### src/rtl/mmio_mon_pkg.sv
// Shared types, default channel map and helpers for the MMIO settle monitor.
// Holds the per-channel FSM state type, the default LEDR/LEDG/HEX addresses,
// compare masks and golden patterns, plus a saturating-increment helper.
package mmio_mon_pkg;

  typedef enum logic {
    CH_IDLE = 1'b0,
    CH_WAIT = 1'b1
  } ch_state_e;

  // Default peripheral word addresses
  localparam logic [31:0] ADDR_LEDR   = 32'h0000_7000;
  localparam logic [31:0] ADDR_LEDG   = 32'h0000_7010;
  localparam logic [31:0] ADDR_HEX_LO = 32'h0000_7020;
  localparam logic [31:0] ADDR_HEX_HI = 32'h0000_7024;

  // HEX digits are 7 bits each, packed with a zero pad bit per byte
  localparam logic [31:0] MASK_FULL   = 32'hFFFF_FFFF;
  localparam logic [31:0] MASK_HEX    = 32'h7F7F_7F7F;

  // Default golden patterns
  localparam logic [31:0] GOLDEN_LEDR   = 32'h0000_0001;
  localparam logic [31:0] GOLDEN_LEDG   = 32'h0000_0002;
  localparam logic [31:0] GOLDEN_HEX_LO = 32'h0804_0201;
  localparam logic [31:0] GOLDEN_HEX_HI = 32'h3F40_2010;

  // Increment v, holding at the all-ones value of a w-bit counter
  function automatic logic [31:0] sat_inc(input logic [31:0] v, input int w);
    logic [31:0] max_v;
    max_v = (w >= 32) ? 32'hFFFF_FFFF : ((32'd1 << w) - 32'd1);
    return (v >= max_v) ? v : (v + 32'd1);
  endfunction

endpackage

### src/rtl/mmio_settle_ch.sv
// One monitored channel: store capture, settle-latency FSM, saturating event
// counters and sticky golden-pattern flag. All outputs are registered.
// Ports: store bus snoop (we/addr/wdata), observed value, match/timeout pulses,
// last latency, match/timeout counts, golden flag, timeout-count-is-zero.
module mmio_settle_ch
  import mmio_mon_pkg::*;
#(
  parameter int                ADDR_W    = 32,
  parameter int                DATA_W    = 32,
  parameter int                MAX_LAT   = 4,
  parameter int                LAT_W     = 3,
  parameter int                CNT_W     = 16,
  parameter logic [ADDR_W-1:0] CH_ADDR   = ADDR_W'(ADDR_LEDR),
  parameter logic [DATA_W-1:0] CH_MASK   = DATA_W'(MASK_FULL),
  parameter logic [DATA_W-1:0] CH_GOLDEN = DATA_W'(GOLDEN_LEDR)
) (
  input  logic              i_clk,
  input  logic              i_rst,
  input  logic              i_en,
  input  logic              i_lsu_we,
  input  logic [ADDR_W-1:0] i_lsu_addr,
  input  logic [DATA_W-1:0] i_lsu_wdata,
  input  logic [DATA_W-1:0] i_obs,
  output logic              o_match,
  output logic              o_timeout,
  output logic [LAT_W-1:0]  o_latency,
  output logic              o_golden_seen,
  output logic [CNT_W-1:0]  o_match_cnt,
  output logic [CNT_W-1:0]  o_timeout_cnt,
  output logic              o_tcnt_zero
);

  ch_state_e         state_q, state_d;
  logic [DATA_W-1:0] exp_q, exp_d;
  logic [LAT_W-1:0]  lat_q, lat_d;
  logic              match_d, timeout_d, golden_d;
  logic [LAT_W-1:0]  latency_d;
  logic [CNT_W-1:0]  mcnt_d, tcnt_d;

  logic              hit, eq, eq_golden;
  logic [LAT_W-1:0]  lat_inc;

  assign hit       = i_en && i_lsu_we && (i_lsu_addr == CH_ADDR);
  assign eq        = ((i_obs ^ exp_q) & CH_MASK) == '0;
  assign eq_golden = ((i_obs ^ CH_GOLDEN) & CH_MASK) == '0;
  // lat_q counts completed compares; lat_inc is the latency if this one matches
  assign lat_inc   = lat_q + LAT_W'(1);

  always_comb begin
    state_d   = state_q;
    exp_d     = exp_q;
    lat_d     = lat_q;
    match_d   = 1'b0;
    timeout_d = 1'b0;
    latency_d = o_latency;
    mcnt_d    = o_match_cnt;
    tcnt_d    = o_timeout_cnt;
    golden_d  = o_golden_seen | (i_en & eq_golden);

    case (state_q)
      CH_IDLE: begin
        if (hit) begin
          state_d = CH_WAIT;
          exp_d   = i_lsu_wdata;
          lat_d   = '0;
        end
      end
      CH_WAIT: begin
        if (hit) begin
          // A newer store supersedes the pending one silently
          exp_d = i_lsu_wdata;
          lat_d = '0;
        end else begin
          lat_d = lat_inc;
          if (eq) begin
            match_d   = 1'b1;
            latency_d = lat_inc;
            mcnt_d    = CNT_W'(sat_inc(32'(o_match_cnt), CNT_W));
            state_d   = CH_IDLE;
          end else if (lat_inc == LAT_W'(MAX_LAT)) begin
            timeout_d = 1'b1;
            tcnt_d    = CNT_W'(sat_inc(32'(o_timeout_cnt), CNT_W));
            state_d   = CH_IDLE;
          end
        end
      end
      default: state_d = CH_IDLE;
    endcase
  end

  always_ff @(posedge i_clk) begin
    if (i_rst) begin
      state_q       <= CH_IDLE;
      exp_q         <= '0;
      lat_q         <= '0;
      o_match       <= 1'b0;
      o_timeout     <= 1'b0;
      o_latency     <= '0;
      o_match_cnt   <= '0;
      o_timeout_cnt <= '0;
      o_golden_seen <= 1'b0;
    end else begin
      state_q       <= state_d;
      exp_q         <= exp_d;
      lat_q         <= lat_d;
      o_match       <= match_d;
      o_timeout     <= timeout_d;
      o_latency     <= latency_d;
      o_match_cnt   <= mcnt_d;
      o_timeout_cnt <= tcnt_d;
      o_golden_seen <= golden_d;
    end
  end

  assign o_tcnt_zero = (o_timeout_cnt == '0);

endmodule

### src/rtl/mmio_settle_monitor.sv
// Write-to-output settle monitor for N_CH memory-mapped output peripherals.
// Ports: LSU store snoop, insn-valid, packed observed outputs (channel 0 in LSBs);
// per-channel match/timeout pulses, latency, counts, golden flags, vld_seen, all_pass.
module mmio_settle_monitor
  import mmio_mon_pkg::*;
#(
  parameter int                       N_CH      = 4,
  parameter int                       ADDR_W    = 32,
  parameter int                       DATA_W    = 32,
  parameter int                       MAX_LAT   = 4,
  parameter int                       LAT_W     = 3,
  parameter int                       CNT_W     = 16,
  parameter logic [N_CH*ADDR_W-1:0]   CH_ADDR   = {ADDR_HEX_HI, ADDR_HEX_LO, ADDR_LEDG, ADDR_LEDR},
  parameter logic [N_CH*DATA_W-1:0]   CH_MASK   = {MASK_HEX, MASK_HEX, MASK_FULL, MASK_FULL},
  parameter logic [N_CH*DATA_W-1:0]   CH_GOLDEN = {GOLDEN_HEX_HI, GOLDEN_HEX_LO, GOLDEN_LEDG, GOLDEN_LEDR}
) (
  input  logic                   i_clk,
  input  logic                   i_rst,
  input  logic                   i_en,
  input  logic                   i_lsu_we,
  input  logic [ADDR_W-1:0]      i_lsu_addr,
  input  logic [DATA_W-1:0]      i_lsu_wdata,
  input  logic                   i_insn_vld,
  input  logic [N_CH*DATA_W-1:0] i_obs,
  output logic [N_CH-1:0]        o_match,
  output logic [N_CH-1:0]        o_timeout,
  output logic [N_CH*LAT_W-1:0]  o_latency,
  output logic [N_CH-1:0]        o_golden_seen,
  output logic [N_CH*CNT_W-1:0]  o_match_cnt,
  output logic [N_CH*CNT_W-1:0]  o_timeout_cnt,
  output logic                   o_vld_seen,
  output logic                   o_all_pass
);

  logic [N_CH-1:0] tcnt_zero;

  for (genvar c = 0; c < N_CH; c++) begin : g_ch
    mmio_settle_ch #(
      .ADDR_W    (ADDR_W),
      .DATA_W    (DATA_W),
      .MAX_LAT   (MAX_LAT),
      .LAT_W     (LAT_W),
      .CNT_W     (CNT_W),
      .CH_ADDR   (CH_ADDR[c*ADDR_W +: ADDR_W]),
      .CH_MASK   (CH_MASK[c*DATA_W +: DATA_W]),
      .CH_GOLDEN (CH_GOLDEN[c*DATA_W +: DATA_W])
    ) u_ch (
      .i_clk         (i_clk),
      .i_rst         (i_rst),
      .i_en          (i_en),
      .i_lsu_we      (i_lsu_we),
      .i_lsu_addr    (i_lsu_addr),
      .i_lsu_wdata   (i_lsu_wdata),
      .i_obs         (i_obs[c*DATA_W +: DATA_W]),
      .o_match       (o_match[c]),
      .o_timeout     (o_timeout[c]),
      .o_latency     (o_latency[c*LAT_W +: LAT_W]),
      .o_golden_seen (o_golden_seen[c]),
      .o_match_cnt   (o_match_cnt[c*CNT_W +: CNT_W]),
      .o_timeout_cnt (o_timeout_cnt[c*CNT_W +: CNT_W]),
      .o_tcnt_zero   (tcnt_zero[c])
    );
  end

  // all_pass is built from registered flags, so it trails them by one cycle
  always_ff @(posedge i_clk) begin
    if (i_rst) begin
      o_vld_seen <= 1'b0;
      o_all_pass <= 1'b0;
    end else begin
      o_vld_seen <= o_vld_seen | (i_en & i_insn_vld);
      o_all_pass <= o_vld_seen && (&o_golden_seen) && (&tcnt_zero);
    end
  end

endmodule

### config.mk
export PLATFORM = sky130hd
export DESIGN_NAME = mmio_settle_monitor
export DESIGN_NICKNAME = d
export VERILOG_FILES = /design/src/rtl/mmio_mon_pkg.sv /design/src/rtl/mmio_settle_ch.sv /design/src/rtl/mmio_settle_monitor.sv
export SDC_FILE = /design/constraint.sdc
export NUM_CORES = 1
export LEC_CHECK = 0
export ABC_AREA = 1
export CAP_MARGIN = 10
export CORE_ASPECT_RATIO = 1.1
export CORE_MARGIN = 4
export CORE_UTILIZATION = 47
export CTS_CLUSTER_DIAMETER = 80
export DETAILED_ROUTE_END_ITERATION = 8
export PLACE_DENSITY_LB_ADDON = 0.12
export SLEW_MARGIN = 30
export SYNTH_ARGS = -nofsm -noshare
export SYNTH_HDL_FRONTEND = slang
export SYNTH_HIERARCHICAL = 1
export SYNTH_SLANG_ARGS = --single-unit
### constraint.sdc
create_clock -name i_clk -period 1.8 [get_ports i_clk]
set_clock_uncertainty 0.1 [all_clocks]
set_input_delay 0.45 -clock i_clk [delete_from_list [all_inputs] [get_ports i_clk]]
set_output_delay 0.45 -clock i_clk [all_outputs]
set_load 0.01 [all_outputs]
==> impl_metrics.json, run 1 <==
{
  "outcome": "finished, violations left",
  "failed_checks": "setup timing",
  "p_int_mw": 11.2,
  "cts_tree": "yes",
  "syn_nets": 2847,
  "vias": 19900,
  "core_area_mm2": 0.0355,
  "power_leakage_nw": 11.7,
  "die_y_um": 208,
  "pwr-share-seq": 0.436,
  "power_density_mw_per_mm2": 570,
  "first_global_vias": 18800,
  "met2_length_mm": 31.3,
  "crit_arrival_ns": 2.15,
  "worstSetupEndpointType": "register",
  "dieArea_mm2": 0.0394,
  "start_util": 0.480,
  "rsz0062_at_grt": "true",
  "dp_hpwl_mm": 46.2,
  "grt_max_degree": 48,
  "first_iter_violations": 1499,
  "highest_layer": "met5",
  "drv_slew": 0,
  "io_buffers": 342,
  "utilization": 0.725,
  "clockBufferDepth": 3,
  "clkPwrFrac": 0.473,
  "cts_hold_buf": 0,
  "fin_hold_ws_ns": 0.164,
  "rows": 72,
  "synth_area_mm2": 0.0170,
  "first_pass_iters": 5,
  "yosys_warnings": 6,
  "clk_pin_slew_ns": 0.06,
  "crit_path_start_kind": "register",
  "wl_per_cell_um": 17.5,
  "syn2layout_area_growth_pct": 51.1,
  "overflow": 0,
  "ant_nets": 0,
  "antenna_found_initial": 18,
  "clk_latency_ns": 0.51,
  "yosys.cell_types.count": 43,
  "grt_pass1_wl_mm": 97.6,
  "place.gp.congestion": 0.954,
  "viasPerCell": 5.33,
  "htree_levels": 2,
  "final_layout_size_suffix_gt1_frac": 0.256,
  "ys_seq_elements": 290,
  "cts_root_buffer": "clkbuf_16",
  "cts_buffers": 34,
  "combPwrFrac": 0.092,
  "critical_path_class": "register to register",
  "switching_share": 0.237,
  "finalHoldViolations": 0,
  "met3_length_mm": 5.24,
  "clock.fmax_mhz": 541,
  "die_w_um": 190,
  "setup_tns_ns": -0.863,
  "wl_met1_mm": 25.8,
  "period_needed_ns": 1.85,
  "max_cap_viol_count": 0,
  "crit_fanout": 6,
  "period_share": 1.03,
  "setup_viol": 34,
  "finalWirelength_mm": 65.3,
  "synthCells": 2630,
  "drcViolationCount": 0,
  "timing.slew.headroom": 0.663,
  "layout.nets": 3443,
  "fin_ws_ns": -0.0498,
  "syn_avg_cell_area_um2": 6.48,
  "grt_util_all_layers": 0.302,
  "cts_sinks": 290,
  "io_pins": 351,
  "switchingPower_mw": 3.48,
  "power_mw": 14.7,
  "yosysSeqAreaShare": 0.341,
  "worstMarginPinSlew_ns": 0.501,
  "vdd_ir_drop_max_uv": 810,
  "worstPathRequired_ns": 2.10,
  "hp-class": "input port to register"
}
-- layout by cell type (no fill, tap or decap), drive strengths merged --
master         synthesis  routed
nand2                598     600
nor2                 519     519
inv                  304     304
buf                   41     298
dfxtp                290     290
dlygate4sd2            0     176
nand4                149     150
a21oi                135     135
o21ai                135     135
nand3                130     134
clkbuf                46      92
xnor2                 90      90
dlymetal6s2s           0      66
xor2                  44      44
clkdlybuf4s50          0      39
nor3                  38      38
nor4                  36      36
clkdlybuf4s15          0      21
ha                    20      20
o21bai                19      19
clkinv                14      18
nand3b                15      15
diode                  0      12
bufinv                 0       2
and3                   2       2
or2                    2       2
clkinvlp               0       1
and3b                  1       1
and2                   1       1
nor4b                  1       1
-- power by group through the flow --
stage	Sequential, mW	Clock (mW)	Combinational (mW)
after floorplan	6.56	0	0.444
after global placement	6.56	0	1.32
after detailed placement	6.56	0	1.33
after CTS	6.42	7.01	1.29
after global routing	6.40	7.29	1.44
final	6.40	6.94	1.35
-- worst max-delay path, stage by stage (launching register included) --
cell and delay, ns:
dfxtp_1 0.33, xnor2_1 0.19, nand2_1 0.09, nor2_2 0.12
nand2_1 0.10, nor2_2 0.14, nand2_4 0.14, buf_6 0.14
nand4_1 0.17, nand2_1 0.09, nand2_1 0.07, nor2_1 0.04
-- path summary, 6_finish.rpt --
path                                             from                                          to  slack, ns  cells past startpoint
setup / recovery   g_ch[1].u_ch/exp_q[9]$_SDFFE_PP0P_  g_ch[1].u_ch/o_timeout_cnt[0]$_SDFFE_PP0P_      -0.05                     11
hold / removal                                  i_rst       g_ch[0].u_ch/o_golden_seen$_SDFF_PP0_       0.16                      2
setup reg to reg   g_ch[1].u_ch/exp_q[9]$_SDFFE_PP0P_  g_ch[1].u_ch/o_timeout_cnt[0]$_SDFFE_PP0P_      -0.05                     11
hold reg to reg   g_ch[3].u_ch/exp_q[13]$_SDFFE_PP0P_         g_ch[3].u_ch/exp_q[13]$_SDFFE_PP0P_       0.37                      2
-- metrics by stage --
| stage | setup WS (ns) | instances | area, um^2 |
|---|---|---|---|
| after floorplan | 0.00127 | 2630 | 17100 |
| after global placement | -0.923 | 3611 | 22700 |
| after detailed placement | -0.970 | 3611 | 22700 |
| after CTS | -0.0198 | 3695 | 24300 |
| after global routing | -0.145 | 3738 | 25700 |
| final | -0.0498 | 3742 | 25700 |
-- sequential cells by signal (all words and copies together) (netlist names) --
name and flops:
g_ch.u_ch/o_match_cnt 64, g_ch.u_ch/o_golden_seen 4, g_ch.u_ch/o_timeout_cnt 64, g_ch.u_ch/lat_q 12, o_vld_seen 1, o_all_pass 1
g_ch.u_ch/o_latency 12, g_ch.u_ch/o_match 4, g_ch.u_ch/exp_q 120, g_ch.u_ch/o_timeout 4, g_ch.u_ch/state_q 4
-- cells by family (layout without fill, tap and decap cells) --
group                    Yosys count  after routing  synth area share
buffers and inverters            405           1017            0.0961
flip-flops                       290            290             0.341
AND/OR/NAND/NOR                 1492           1499             0.389
AO/OA/AOI/OAI                    289            289            0.0901
other                              0             12                 0
adder cells (fa/ha/maj)           20             20            0.0147
XOR/XNOR                         134            134            0.0693
-- what timing repair did --
| item | in CTS | in global routing |
|---|---|---|
| buffers inserted | 16 | 29 |
| pin swaps | 54 | 222 |
| cloned | 9 | 7 |
| resized for setup | 419 | 476 |
| endpoints found under the setup margin | 437 | 267 |
-- routing by layer --
layer / global-route usage / vias to the layer above
met4: 0.128 / 14
li1: - / 9682
met2: 0.502 / 795
met3: 0.0621 / 186
met5: 0 / -
met1: 0.379 / 9250
-- area by class of cell --
class / instances / area (um^2)
sequential: 290 / 5970
antenna: 12 / 30.0
multi-input combinational: 1942 / 10900
timing repair buffer: 640 / 5950
inverter: 318 / 1210
tap: 481 / 602
clock buffer: 52 / 1020
fill: 2984 / 9750
clock inverter: 7 / 98.8
-- cell usage after synthesis (all sizes together) --
cell	count	area, um^2
and3b	1	8.76
nand3b	15	113
xor2	44	393
buf	41	268
and2	1	6.26
o21ai	135	676
nor2	519	2060
nand4	149	966
dfxtp	290	5810
clkbuf	46	173
nand3	130	721
o21bai	19	143
or2	2	12.5
nand2	598	2270
xnor2	90	788
nor4	36	225
inv	304	1140
a21oi	135	717
nor4b	1	8.76
clkinv	14	52.6
nor3	38	223
ha	20	250
and3	2	12.5
No activity file was read; power rests on OpenSTA's default activity.
==> run 2, diff against run 1 <==
ABC_AREA = default   (was 1)
CORE_UTILIZATION = 46   (was 47)
==> impl_metrics.json, run 2 <==
{
  "outcome": "finished, violations left",
  "failed_checks": "setup timing",
  "setup_viol": 289,
  "synth_area_mm2": 0.0146,
  "period_needed_ns": 2.57,
  "largest_reg_flops": 120,
  "grt_pass1_wl_mm": 96.5,
  "grt_max_degree": 48,
  "holdPathStages": 2,
  "yosysTopAreaCellShare": 0.397,
  "first_global_vias": 17600,
  "clockBufferDepth": 3,
  "crit_family": "simple AND/OR/NAND/NOR gates",
  "critical_path_class": "register to register",
  "cts_sinks": 290,
  "synthFlopType": "dfxtp_1",
  "ant_nets": 0,
  "io_buffers": 342,
  "grt_util_all_layers": 0.347,
  "timing.slew.headroom": 0.576,
  "worstSetupEndpointType": "register",
  "htree_levels": 1,
  "synth_top_cells_by_count": "308 x nand2_1, 290 x dfxtp_1, 183 x a21oi_1",
  "die_w_um": 178,
  "crit_chain": "xor2_1 > nor4_2 > nand4_1 > nor4b_4 > nand2_2 > buf_6 > or4_1 > a21oi_1",
  "setup_tns_ns": -84.12,
  "clock.fmax_mhz": 389,
  "power_leakage_nw": 11.1,
  "wl_per_cell_um": 24.2,
  "drcViolationCount": 0,
  "syn_avg_cell_area_um2": 8.18,
  "r2r-end": "g_ch[0].u_ch/o_match_cnt[5]$_SDFFE_PP0P_",
  "wl_met1_mm": 25.0,
  "worstHoldEndpoint": "g_ch[0].u_ch/o_match_cnt[8]$_SDFFE_PP0P_",
  "dieArea_mm2": 0.0347,
  "period_share": 1.43,
  "vdd_ir_drop_max_uv": 724,
  "synth_most_common_cell": "nand2_1",
  "drv_slew": 0,
  "reg_top3": "g_ch.u_ch/exp_q x120, g_ch.u_ch/o_match_cnt x64, g_ch.u_ch/o_timeout_cnt x64",
  "top_register": "g_ch.u_ch/exp_q",
  "hp-class": "input port to register",
  "met2_length_mm": 35.4,
  "cts_tree": "yes",
  "reg2reg_slack_ns": -0.77,
  "rsz0062_at_grt": "true",
  "regArea_mm2": 0.00604,
  "cts_buffers": 31,
  "nFillCells": 1510,
  "yosysSeqAreaShare": 0.397,
  "finalHoldViolations": 0,
  "crit_fanout": 5,
  "io_pins": 351,
  "met3_length_mm": 6.93,
  "crit_arrival_ns": 2.98,
  "first_iter_violations": 1704,
  "clk_pin_slew_ns": 0.06,
  "antenna_found_initial": 11,
  "syn2layout_area_growth_pct": 86.2,
  "viasPerCell": 6.08,
  "vias": 18300,
  "utilization": 0.868,
  "multiInputGateArea_mm2": 0.0118,
  "path_depth": 8,
  "die_y_um": 195,
  "worstMarginPinSlew_ns": 0.631,
  "power_density_mw_per_mm2": 534,
  "final_layout_size_suffix_gt1_frac": 0.527,
  "crit_start": "g_ch[0].u_ch/exp_q[2]$_SDFFE_PP0P_",
  "yosys.area.top_type": "dfxtp_1",
  "dp_hpwl_mm": 41.0,
  "synth_edf_count": 0,
  "clk_latency_ns": 0.58,
  "cp_num_buf_inv": 1,
  "layout_commonest_cell": "buf_4",
  "reg2reg_depth": 8,
  "r2r_start": "g_ch[0].u_ch/exp_q[2]$_SDFFE_PP0P_",
  "yosys.cell_types.count": 73,
  "core_area_mm2": 0.0314,
  "syn_nets": 2006,
  "synthArstFlopShare": 0,
  "cp_slowest_stage_delay_ns": 0.45,
  "layout.nets": 2781,
  "fin_ws_ns": -0.773,
  "worstPathRequired_ns": 2.20,
  "synthCells": 1789,
  "place.gp.congestion": 0.946,
  "ys_seq_elements": 290,
  "yosys-top-cells-area": "dfxtp_1 40%, nand2_1 7.9%, xor2_1 6.3%",
  "start_util": 0.466,
  "crit_path_start_kind": "register",
  "final_cell_mix": "315 x buf_4, 221 x nand2_1, 137 x dfxtp_2",
  "yosys_warnings": 6,
  "finalWirelength_mm": 72.9,
  "first_pass_iters": 8,
  "highest_layer": "met5",
  "crit_slowest_cell": "nor4b_4",
  "cts_root_buffer": "clkbuf_16",
  "overflow": 0,
  "rows": 68,
  "hold_start": "i_rst",
  "max_cap_viol_count": 0
}
==> run 2: changes by cell type in the layout (fill, tap and decap cells not counted), sizes merged, moves of 49 or more <==
cell         change
buf            +315
clkbuf          -49
dlygate4sd2     -89
inv            -274
nand2          -291
nand3           -64
nand4           -99
nor2           -395
nor4            +53
o21ai          -107
xor2            +62
==> run 2: metal layers <==
layer,up-vias,track usage
met5,-,0
met4,10,0.162
met3,421,0.0594
met2,1181,0.598
met1,8833,0.419
li1,7889,-
==> run 2: power breakdown <==
| group | internal [mW] | leakage (nW) | switching, mW |
|---|---|---|---|
| Combinational | 0.625 | 8.12 | 0.751 |
| Clock | 3.89 | 0.524 | 2.90 |
| Sequential | 6.39 | 2.42 | 0.00111 |
| Total | 10.9 | 11.1 | 3.65 |
==> run 2: how the worst max path moves through the flow <==
| stage | endpoint | slack (ns) |
|---|---|---|
| after floorplan | g_ch[1].u_ch/o_timeout_cnt[13]$_SDFFE_PP0P_ | -0.64 |
| after global routing | g_ch[1].u_ch/o_match_cnt[6]$_SDFFE_PP0P_ | -0.87 |
| after CTS | g_ch[0].u_ch/o_match_cnt[6]$_SDFFE_PP0P_ | -0.67 |
| final | g_ch[0].u_ch/o_match_cnt[5]$_SDFFE_PP0P_ | -0.77 |
| after detailed placement | g_ch[0].u_ch/o_match_cnt[6]$_SDFFE_PP0P_ | -1.48 |
| after global placement | g_ch[0].u_ch/o_match_cnt[5]$_SDFFE_PP0P_ | -1.43 |
==> run 2: kinds of logic (layout without fill, tap and decap cells) <==
| kind of cell | Yosys count | in the layout | synth area share |
|---|---|---|---|
| xor+xnor | 166 | 166 | 0.0993 |
| mux | 46 | 46 | 0.0346 |
| simple gates | 886 | 889 | 0.318 |
| compound gates | 263 | 263 | 0.102 |
| buf+inv | 118 | 915 | 0.0323 |
| other cells | 0 | 7 | 0 |
| flops | 290 | 290 | 0.397 |
| fa+ha+maj | 20 | 20 | 0.0171 |
==> run 2: final cells by class <==
class | instances | share of cell area
multi-input cells | 1384 | 0.434
repair buffers | 828 | 0.282
flip-flops and latches | 290 | 0.222
clock buffers | 39 | 0.0310
well taps | 420 | 0.0193
clock inverters | 19 | 0.00748
inverters | 29 | 0.00408
diodes | 7 | 0.000643
==> run 2: what timing repair did <==
item                                   in CTS  in global routing
setup endpoints to repair                 439                303
hold buffers                                0                  0
pin swaps                                 196                205
cloned                                     19                  6
resized for setup                        1145                425
buffers inserted                           87                 45
endpoints found under the hold margin       0                  0
==> run 2: metrics by stage <==
stage          total power, mW  hold slack (ns)  setup WS (ns)  area [um^2]  std cells
3_5_place_dp              7.71            0.359          -1.48        22000       2825
3_3_place_gp              7.70            0.344          -1.43        22000       2825
4_1_cts                   14.3            0.154         -0.672        25200       2970
2_1_floorplan             6.85            0.344         -0.642        15800       1789
6_report                  14.6            0.155         -0.773        27300       3016
5_1_grt                   14.9            0.159         -0.874        27300       3015
